--- src/rtl/dly_tap_ctrl.sv ---
// Per-line delay tap controller: edge-triggered load/adjust of one tap value with a busy settle window.
// Optional macro DLY_TAP_WRAP_EN makes adjust wrap at 0/MAX_TAP instead of saturating.
module dly_tap_ctrl #(
  parameter int TAP_W         = 6,
  parameter int MAX_TAP       = 63,
  parameter int RESET_TAP     = 0,
  parameter int SETTLE_CYCLES = 4
) (
  input  logic             CLK,
  input  logic             RST,
  input  logic [2:0]       DLY_CNTRL,
  input  logic [TAP_W-1:0] DLY_TAP_INIT,
  output logic [TAP_W-1:0] DLY_TAP_VALUE,
  output logic             DLY_BUSY,
  output logic             DLY_SAT,
  output logic             DLY_DROP
);

  localparam int CNT_W = (SETTLE_CYCLES > 1) ? $clog2(SETTLE_CYCLES) : 1;
  localparam logic [TAP_W-1:0] MAX_V    = TAP_W'(MAX_TAP);
  localparam logic [TAP_W-1:0] RST_V    = TAP_W'(RESET_TAP);
  localparam logic [CNT_W-1:0] CNT_INIT = CNT_W'(SETTLE_CYCLES - 1);

  typedef enum logic {IDLE, SETTLE} state_t;

  state_t           state, state_nxt;
  logic [TAP_W-1:0] tap, tap_nxt;
  logic [CNT_W-1:0] cnt, cnt_nxt;
  logic             drop, drop_nxt;
  logic             load_q, adj_q;

  logic             load, adj, incdec;
  logic             ld_e, adj_e;
  logic             at_lim, step_ok;
  logic [TAP_W-1:0] init_clamp, adj_tap;

  assign load   = DLY_CNTRL[2];
  assign adj    = DLY_CNTRL[1];
  assign incdec = DLY_CNTRL[0];
  assign ld_e   = load & ~load_q;
  assign adj_e  = adj & ~adj_q;

  assign init_clamp = (DLY_TAP_INIT > MAX_V) ? MAX_V : DLY_TAP_INIT;
  assign at_lim     = incdec ? (tap == MAX_V) : (tap == '0);

`ifdef DLY_TAP_WRAP_EN
  assign step_ok = 1'b1;
  assign adj_tap = at_lim ? (incdec ? '0 : MAX_V)
                          : (incdec ? tap + 1'b1 : tap - 1'b1);
`else
  // Step is only taken away from the limit, so +/-1 never overflows TAP_W bits
  assign step_ok = ~at_lim;
  assign adj_tap = incdec ? tap + 1'b1 : tap - 1'b1;
`endif

  always_ff @(posedge CLK) begin
    if (RST) begin
      state  <= IDLE;
      tap    <= RST_V;
      cnt    <= '0;
      drop   <= 1'b0;
      load_q <= 1'b0;
      adj_q  <= 1'b0;
    end else begin
      state  <= state_nxt;
      tap    <= tap_nxt;
      cnt    <= cnt_nxt;
      drop   <= drop_nxt;
      load_q <= load;
      adj_q  <= adj;
    end
  end

  always_comb begin
    state_nxt = state;
    tap_nxt   = tap;
    cnt_nxt   = cnt;
    drop_nxt  = 1'b0;
    if (ld_e) begin
      // Load wins in any state; a coincident adjust edge is reported as dropped
      tap_nxt   = init_clamp;
      state_nxt = SETTLE;
      cnt_nxt   = CNT_INIT;
      drop_nxt  = adj_e;
    end else begin
      case (state)
        IDLE: begin
          if (adj_e && step_ok) begin
            tap_nxt   = adj_tap;
            state_nxt = SETTLE;
            cnt_nxt   = CNT_INIT;
          end
        end
        SETTLE: begin
          drop_nxt = adj_e;
          if (cnt == '0) state_nxt = IDLE;
          else           cnt_nxt   = cnt - 1'b1;
        end
        default: state_nxt = IDLE;
      endcase
    end
  end

  always_comb begin
    DLY_TAP_VALUE = tap;
    DLY_BUSY      = (state == SETTLE);
    DLY_DROP      = drop;
`ifdef DLY_TAP_WRAP_EN
    DLY_SAT       = 1'b0;
`else
    DLY_SAT       = (tap == '0) || (tap == MAX_V);
`endif
  end

endmodule

--- config.mk ---
export PLATFORM = sky130hd
export DESIGN_NAME = dly_tap_ctrl
export DESIGN_NICKNAME = d
export VERILOG_FILES = /design/src/rtl/dly_tap_ctrl.sv
export SDC_FILE = /design/constraint.sdc
export NUM_CORES = 1
export LEC_CHECK = 0
export CORE_UTILIZATION = 50
export DETAILED_ROUTE_END_ITERATION = 16
export PLACE_DENSITY_LB_ADDON = 0.05
export SETUP_SLACK_MARGIN = 0.5
export SLEW_MARGIN = 10
export SYNTH_ARGS = -nofsm -noshare
export SYNTH_HDL_FRONTEND = slang
export SYNTH_SLANG_ARGS = --single-unit
--- constraint.sdc ---
create_clock -name CLK -period 4.2 [get_ports CLK]
set_input_delay 0.84 -clock CLK [delete_from_list [all_inputs] [get_ports CLK]]
set_output_delay 0.84 -clock CLK [all_outputs]
set_load 0.02 [all_outputs]
==> flow_summary.rst, run 1 <==
.. list-table::
   :header-rows: 1

   * - Metric
     - Value
   * - Die Span Y
     - roughly 41 um
   * - Clk pin slew, worst setup/hold paths
     - 80 ps
   * - Minimum clock period
     - 2863 ps
   * - Worst VDD drop
     - between 0.0002 and 0.00025 V
   * - Library cell occupying the most area in the post-synthesis netlist
     - dfxtp_1
   * - Last weighted congestion value of the routability-driven placer
     - 0.7882
   * - Share of power burned in combinational logic
     - 0.347
   * - Setup-failing EPs final
     - 0
   * - Leading cell type in the layout, fill and taps excluded
     - clkdlybuf4s50_1
   * - Setup total negative slack
     - 0 ps
   * - Sum of routed wire segments on met1
     - 748 um
   * - Number of H-tree levels
     - 1
   * - Element type at the critical path end
     - output port
   * - Sequential cell area in the final layout
     - 240.2 sq um
   * - Crit path required time
     - 3360 ps
   * - Final worst slack
     - 1337 ps
   * - Delay of the slowest cell on the worst path
     - 630 ps
   * - RSZ-0062 raised after global routing
     - false
   * - First-pass GRT wire length
     - 2.442 mm
   * - Sw power
     - 0.1130 mW
   * - Synthesized Nets
     - 102
   * - Internal power component
     - around 0.24 mW
   * - Kind of path behind the tightest hold check
     - reg2reg
   * - Cell with the largest stage delay on the worst path
     - clkdlybuf4s50_1
   * - Skew final
     - between 6 and 7 ps
   * - Flop and latch count out of synthesis
     - 12
   * - Layout area overhead
     - 30.26%
   * - Power share of the sequential group
     - 0.394
   * - Fraction of final layout cells with drive strength greater than 1
     - 0.06667
   * - Clock latency on the worst-skew pair
     - 270 ps
   * - Final Slew Violations
     - 0
   * - Fin. Hold Viols
     - 0
   * - Starting DRT DRC Count
     - 9
   * - Total CTS buffers
     - 3
   * - Critical path data arrival time
     - 2020 ps
   * - CP Launch Type
     - register
   * - Ports placed on the boundary
     - 20
   * - CP cell instances
     - or4_1 > o31ai_1 > clkdlybuf4s50_1
   * - Clk sink count
     - 12
   * - Placement row count
     - 13
   * - Worst slack, placed
     - 1100 ps
   * - Number of inserted filler cells in the final layout
     - about 120
   * - Proportion of total power due to net switching
     - 0.3191
   * - Initial antenna violation count
     - 0
   * - Post-detailed-route wirelength per cell
     - 12.88 um
   * - Cell at the root of the clock tree
     - clkbuf_4
   * - Top layer reached by signal wires
     - met4
   * - Power density of the placed cells
     - about 350 nW/um^2
   * - Critical path class
     - reg2out
   * - Number of global-route vias before repair
     - ~580
   * - Die extent in x
     - 41.33 um
   * - Most frequent cells in the layout
     - clkdlybuf4s50_1, dfxtp_1, nand3_1, a21oi_1
   * - HPWL after detailed placement
     - 1.217 mm
   * - Reported leakage power
     - 0.4220 nW
   * - Antenna diode instance count
     - 0
   * - Cell area after synthesis
     - between 700 and 800 sq um
   * - Final period util
     - 0.6816
   * - Area fraction of the dominant cell type after synthesis
     - 0.3107
   * - Share of synthesized area occupied by flip-flops and latches
     - 0.3107
   * - Metal3 WL
     - 64 um
   * - Number of setup buffers added after CTS
     - 0
   * - Total routing resource utilization after global routing
     - 0.2165
   * - Via total after detailed routing
     - 693
   * - Kind of cell adding the most delay to the critical path
     - buffers and inverters
   * - Dominant cells by area after synthesis
     - dfxtp_1, ha_1, a21oi_1, mux2i_1, nand3_1
   * - Core Util, Final
     - 0.7372
   * - Number of buffers inserted for hold repair after clock tree synthesis
     - 0
   * - Die outline area
     - 1708 sq um
   * - CTS-repair resized insts
     - 0
   * - Result of the run
     - complete, no violations
   * - Detail Route Antenna Nets
     - 0
   * - Total wire length after detailed routing
     - 1.546 mm
   * - WP buf/inv
     - 1
   * - Remaining routing DRC violations
     - 0
   * - Average cell area after synthesis
     - 9.097 sq um
   * - Core footprint
     - 1366 sq um
   * - Total global routing overflow
     - 0
   * - CTS tree
     - done
   * - Worst-case headroom to the max-slew limit
     - 0.6673
   * - Initial Utilization
     - 0.5659
   * - Yosys synthesis warning count
     - 0
   * - Worst Path Max Fanout
     - 6
   * - Clock Tree Buf Depth
     - 2
   * - Multi-input combinational cell area
     - roughly 500 sq um
   * - Peak Freq
     - 349.3 MHz
   * - Synthesized instance count
     - 85
   * - Count of distinct cell types in the synthesized netlist
     - 33
   * - Port-buffer cells
     - 19
   * - Final net count
     - 123
   * - Maximum number of pins on one net before global-route repair
     - 13
   * - First-pass iteration count of the detailed router
     - 4
   * - Pin slew with the least headroom to its limit
     - 498.0 ps
   * - Clk network pwr share
     - 0.259
   * - Count of max-cap constraint violations
     - 0
   * - Avg Vias per Cell
     - 5.775
   * - Wire length on met2
     - just over 700 um
-- metrics by stage --
stage / std cells / total power [mW] / hold slack [ps] / instance area, sq um
2_1_floorplan: 85 / 0.2203 / 399.1 / 773.2
3_3_place_gp: 116 / 0.2619 / 418.0 / 970.9
3_5_place_dp: 116 / 0.2649 / 425.2 / 970.9
4_1_cts: 120 / 0.3551 / 435.4 / 1007
5_1_grt: 120 / 0.3727 / 446.1 / 1007
6_report: 120 / 0.3541 / 429.3 / 1007
-- logic make-up (layout without fill, tap and decap cells) --
| family | after synthesis | in the layout | synth area share |
|---|---|---|---|
| DFF | 12 | 12 | 0.3107 |
| adders and majority gates | 6 | 6 | 0.1068 |
| xor gates and xnor gates | 4 | 4 | 0.04532 |
| buffers and inverters | 8 | 28 | 0.03884 |
| muxes | 5 | 5 | 0.06796 |
| AOI/OAI and AO/OA | 22 | 22 | 0.1893 |
| and+or+nand+nor | 28 | 28 | 0.2411 |
-- layer usage --
metal	vias to the layer above	global-route usage
met4	0	0.04839
met1	313	0.2895
met3	2	0.04787
met2	17	0.3555
li1	361	-
met5	-	0
-- worst paths after layout --
check / from / end / slack [ps] / cells past startpoint
hold / removal: adj_q / DLY_DROP / 430 / 1
setup reg to reg: DLY_TAP_VALUE[1] / DLY_TAP_VALUE[2] / 2030 / 5
hold reg to reg: adj_q / DLY_DROP / 430 / 1
setup / recovery: DLY_TAP_VALUE[1] / DLY_SAT / 1340 / 3
-- flip-flops by register name, summed over array words and instances (netlist names) --
name and cells:
cnt 2, DLY_DROP 1, load_q 1, adj_q 1, DLY_TAP_VALUE 6, DLY_BUSY 1
-- power by group through the flow --
stage / clock network, mW / logic, mW / registers, mW
2_1_floorplan: 0 / 0.0728 / 0.148
3_3_place_gp: 0 / 0.120 / 0.142
3_5_place_dp: 0 / 0.123 / 0.142
4_1_cts: 0.0921 / 0.123 / 0.140
5_1_grt: 0.0959 / 0.136 / 0.141
6_report: 0.0916 / 0.123 / 0.140
-- synth_stat cells --
cell type	n
a211oi_1	1
a21o_1	2
a21oi_1	6
a311oi_1	1
a31o_1	1
and3_1	1
and4_1	1
clkbuf_1	3
dfxtp_1	12
fa_1	1
ha_1	5
inv_1	5
mux2_1	2
mux2i_1	3
nand2b_1	2
nand3_1	6
nand3_4	1
nand4_1	3
nor2_1	3
nor2b_1	4
nor3_1	1
nor3b_1	3
o211ai_1	1
o21a_1	1
o21ai_0	5
o21ai_2	1
o311a_1	2
o31ai_1	1
or4_1	1
or4_4	1
or4b_1	1
xnor2_1	2
xor2_1	2
-- worst reg2reg max path, stage by stage, from the launching register on --
cell and delay (ps):
dfxtp_1 370, or4_1 550, or4_4 460, nand3_4 140, mux2_1 340, a31o_1 210
-- area by class of cell --
cell class | count | area share
clock buffers | 4 | 0.03602
inverters | 5 | 0.01863
multi-input cells | 65 | 0.4994
flip-flops and latches | 12 | 0.2385
well taps | 15 | 0.01863
repair buffers | 19 | 0.1888
No activity file was read; power rests on OpenSTA's default activity.
==> run 2: changes to the inputs <==
- CORE_UTILIZATION: 50 -> 47
- clock period: 4.2 -> 2.8 ns (I/O delays scaled with it)
==> run 2 against run 1 <==
Effect of this change: count of clock-buffer cells in the layout unchanged; hold slack better by 1.1 ps; die area up 6.1%; design area up 3.0%; first-iteration DRC count down 33%; clock skew down 6.2 ps.
==> flow_summary.rst, run 2 (synthesized netlist as in run 1, its figures left out) <==
.. list-table::
   :header-rows: 1

   * - Metric
     - Value
   * - Result of the run
     - complete, no violations
   * - Count of max-cap constraint violations
     - 0 (unchanged)
   * - First-pass GRT wire length
     - 2.856 mm (+17%)
   * - Number of global-route vias before repair
     - 649 (+12%)
   * - Sw power
     - 0.1680 mW (+49%)
   * - Skew final
     - 0.5063 ps (-6.237 ps)
   * - Total routing resource utilization after global routing
     - 0.2089 (-0.007629)
   * - Clk pin slew, worst setup/hold paths
     - 70 ps (about the same)
   * - Element type at the critical path end
     - register
   * - Pin slew with the least headroom to its limit
     - 477.2 ps (-20.81 ps)
   * - Worst VDD drop
     - 0.0003534 V (+45%)
   * - CP Launch Type
     - register
   * - Maximum number of pins on one net before global-route repair
     - 13 (unchanged)
   * - Placement row count
     - 14 (+1)
   * - Total wire length after detailed routing
     - 1.603 mm (+3.7%)
   * - Total CTS buffers
     - 3 (unchanged)
   * - Number of inserted filler cells in the final layout
     - 120 (+4.3%)
   * - Setup-failing EPs final
     - 0 (unchanged)
   * - Peak Freq
     - 458.8 MHz
   * - Final period util
     - 0.7784
   * - Fin. Hold Viols
     - 0 (unchanged)
   * - Remaining routing DRC violations
     - 0 (unchanged)
   * - Delay of the slowest cell on the worst path
     - 540 ps (-90 ps)
   * - RSZ-0062 raised after global routing
     - false
   * - Placed cell areas
     - 979.7 sq um (+0.90%)
   * - Clock Tree Buf Depth
     - 2 (unchanged)
   * - Cell at the root of the clock tree
     - clkbuf_4
   * - Die Span Y
     - 42.56 um (+3.0%)
   * - Total chip power
     - 0.5331 mW (+51%)
   * - Reported leakage power
     - 0.4268 nW (+1.1%)
   * - Final worst slack
     - 620.5 ps (-716.7 ps)
   * - Detail Route Antenna Nets
     - 0 (unchanged)
   * - Die extent in x
     - 42.56 um (+3.0%)
   * - Proportion of total power due to net switching
     - 0.3151 (-0.003989)
   * - Final cell count without fillers
     - 122 (+1.7%)
   * - Port-buffer cells
     - 19 (unchanged)
   * - Post-Route Hold Slack
     - 430.4 ps (+1.076 ps)
   * - Clk sink count
     - 12 (unchanged)
   * - Post-route cell area
     - 1037 sq um (+3.0%)
   * - Power share of the sequential group
     - 0.398 (+0.004)
   * - Final net count
     - 124 (+0.81%)
   * - Worst-case headroom to the max-slew limit
     - 0.6812 (+0.01390)
   * - Critical path data arrival time
     - 2340 ps (+320 ps)
   * - Ports placed on the boundary
     - 20 (unchanged)
   * - Layout area overhead
     - 34.14%
   * - Number of setup buffers added after CTS
     - 0 (unchanged)
   * - Crit path required time
     - 2960 ps (-400 ps)
   * - HPWL after detailed placement
     - 1.250 mm (+2.8%)
   * - Setup total negative slack
     - 0 ps (unchanged)
   * - Clock latency on the worst-skew pair
     - 260 ps (about the same)
   * - Worst slack, placed
     - 148.6 ps (-951.8 ps)
   * - Share of power burned in combinational logic
     - 0.355 (+0.008)
   * - Die outline area
     - 1811 sq um (+6.1%)
   * - Worst Path Max Fanout
     - 7 (+1)
   * - WP buf/inv
     - 0 (-1)
   * - CTS tree
     - done
   * - CP cell instances
     - or4_1 > or4_4 > nand3_4 > mux2_1 > a31o_1
   * - Post-detailed-route wirelength per cell
     - 13.14 um (+2.0%)
   * - Core Util, Final
     - 0.6806 (-0.05656)
   * - Antenna diode instance count
     - 0 (unchanged)
   * - Clk network pwr share
     - 0.247 (-0.012)
   * - Internal power component
     - 0.3651 mW (+51%)
   * - Starting DRT DRC Count
     - 6 (-3)
   * - Number of H-tree levels
     - 1 (unchanged)
   * - Leading cell type in the layout, fill and taps excluded
     - clkdlybuf4s50_1
   * - Fraction of final layout cells with drive strength greater than 1
     - 0.1132 (+0.04654)
   * - Number of placed instances with taps included
     - 118 (+1.7%)
   * - Kind of path behind the tightest hold check
     - reg2reg
   * - Kind of cell adding the most delay to the critical path
     - simple AND/OR/NAND/NOR gates
   * - Via total after detailed routing
     - 707 (+2.0%)
   * - Initial Utilization
     - 0.5074 (-0.05855)
   * - Last weighted congestion value of the routability-driven placer
     - 0.8134 (+3.2%)
   * - Final Slew Violations
     - 0 (unchanged)
   * - First-pass iteration count of the detailed router
     - 4 (unchanged)
   * - Cell with the largest stage delay on the worst path
     - or4_1
   * - Power density of the placed cells
     - 513.9 nW/um^2 (+46%)
   * - Critical path class
     - reg2reg
   * - Total global routing overflow
     - 0 (unchanged)
   * - Minimum clock period
     - 2180 ps
   * - Flip-flop count of the largest register, all copies and words added
     - 6 (unchanged)
   * - Avg Vias per Cell
     - 5.795 (+0.35%)
   * - Core footprint
     - 1524 sq um (+12%)
   * - Initial antenna violation count
     - 0 (unchanged)
   * - Most frequent cells in the layout
     - clkdlybuf4s50_1, dfxtp_1, nand3_1, a21oi_1, o21ai_0
==> run 2: power groups by stage <==
stage,Combinational [mW],Sequential (mW),Clock [mW]
final,0.189,0.212,0.132
after global routing,0.208,0.215,0.147
after CTS,0.190,0.212,0.139
after detailed placement,0.185,0.215,0
after global placement,0.182,0.214,0
after floorplan,0.109,0.221,0
==> run 2: worst reg2reg max path: cells and delay by family, from the launching register on <==
family	cells	cell delay (ps)
muxes	1	350
and+or+nand+nor	3	1140
DFF	1	380
AOI/OAI and AO/OA	1	220
==> run 2: final cells by class <==
type	instances	area, sq um	share of cell area
Clock buffer	4	36.28	0.03498
Multi-Input combinational cell	65	528.0	0.5090
Inverter	5	21.27	0.02051
Tap cell	16	20.02	0.01930
Timing Repair Buffer	20	191.4	0.1846
Sequential cell	12	240.2	0.2316
==> run 2: path summary, 6_finish.rpt <==
check                           cells after the start               end             start  slack (ps)
worst max-delay path                                5  DLY_TAP_VALUE[2]  DLY_TAP_VALUE[1]         620
worst min-delay path                                1          DLY_DROP             adj_q         430
worst max register to register                      5  DLY_TAP_VALUE[2]  DLY_TAP_VALUE[1]         620
worst min register to register                      1          DLY_DROP             adj_q         430
==> run 2: metal layers <==
metal	GRT usage	vias to the layer above	wire length (um)
met3	0.06466	2	61
met1	0.2937	330	818
li1	-	361	-
met2	0.3046	14	712
met4	0.06250	0	10
met5	0	-	0
==> run 2: repair_timing <==
item                                    CTS  global route
pin swaps                                 0             0
gates resized for setup                   6             3
endpoints found under the setup margin    2             1
hold buffers                              0             0
endpoints found under the hold margin     0             0
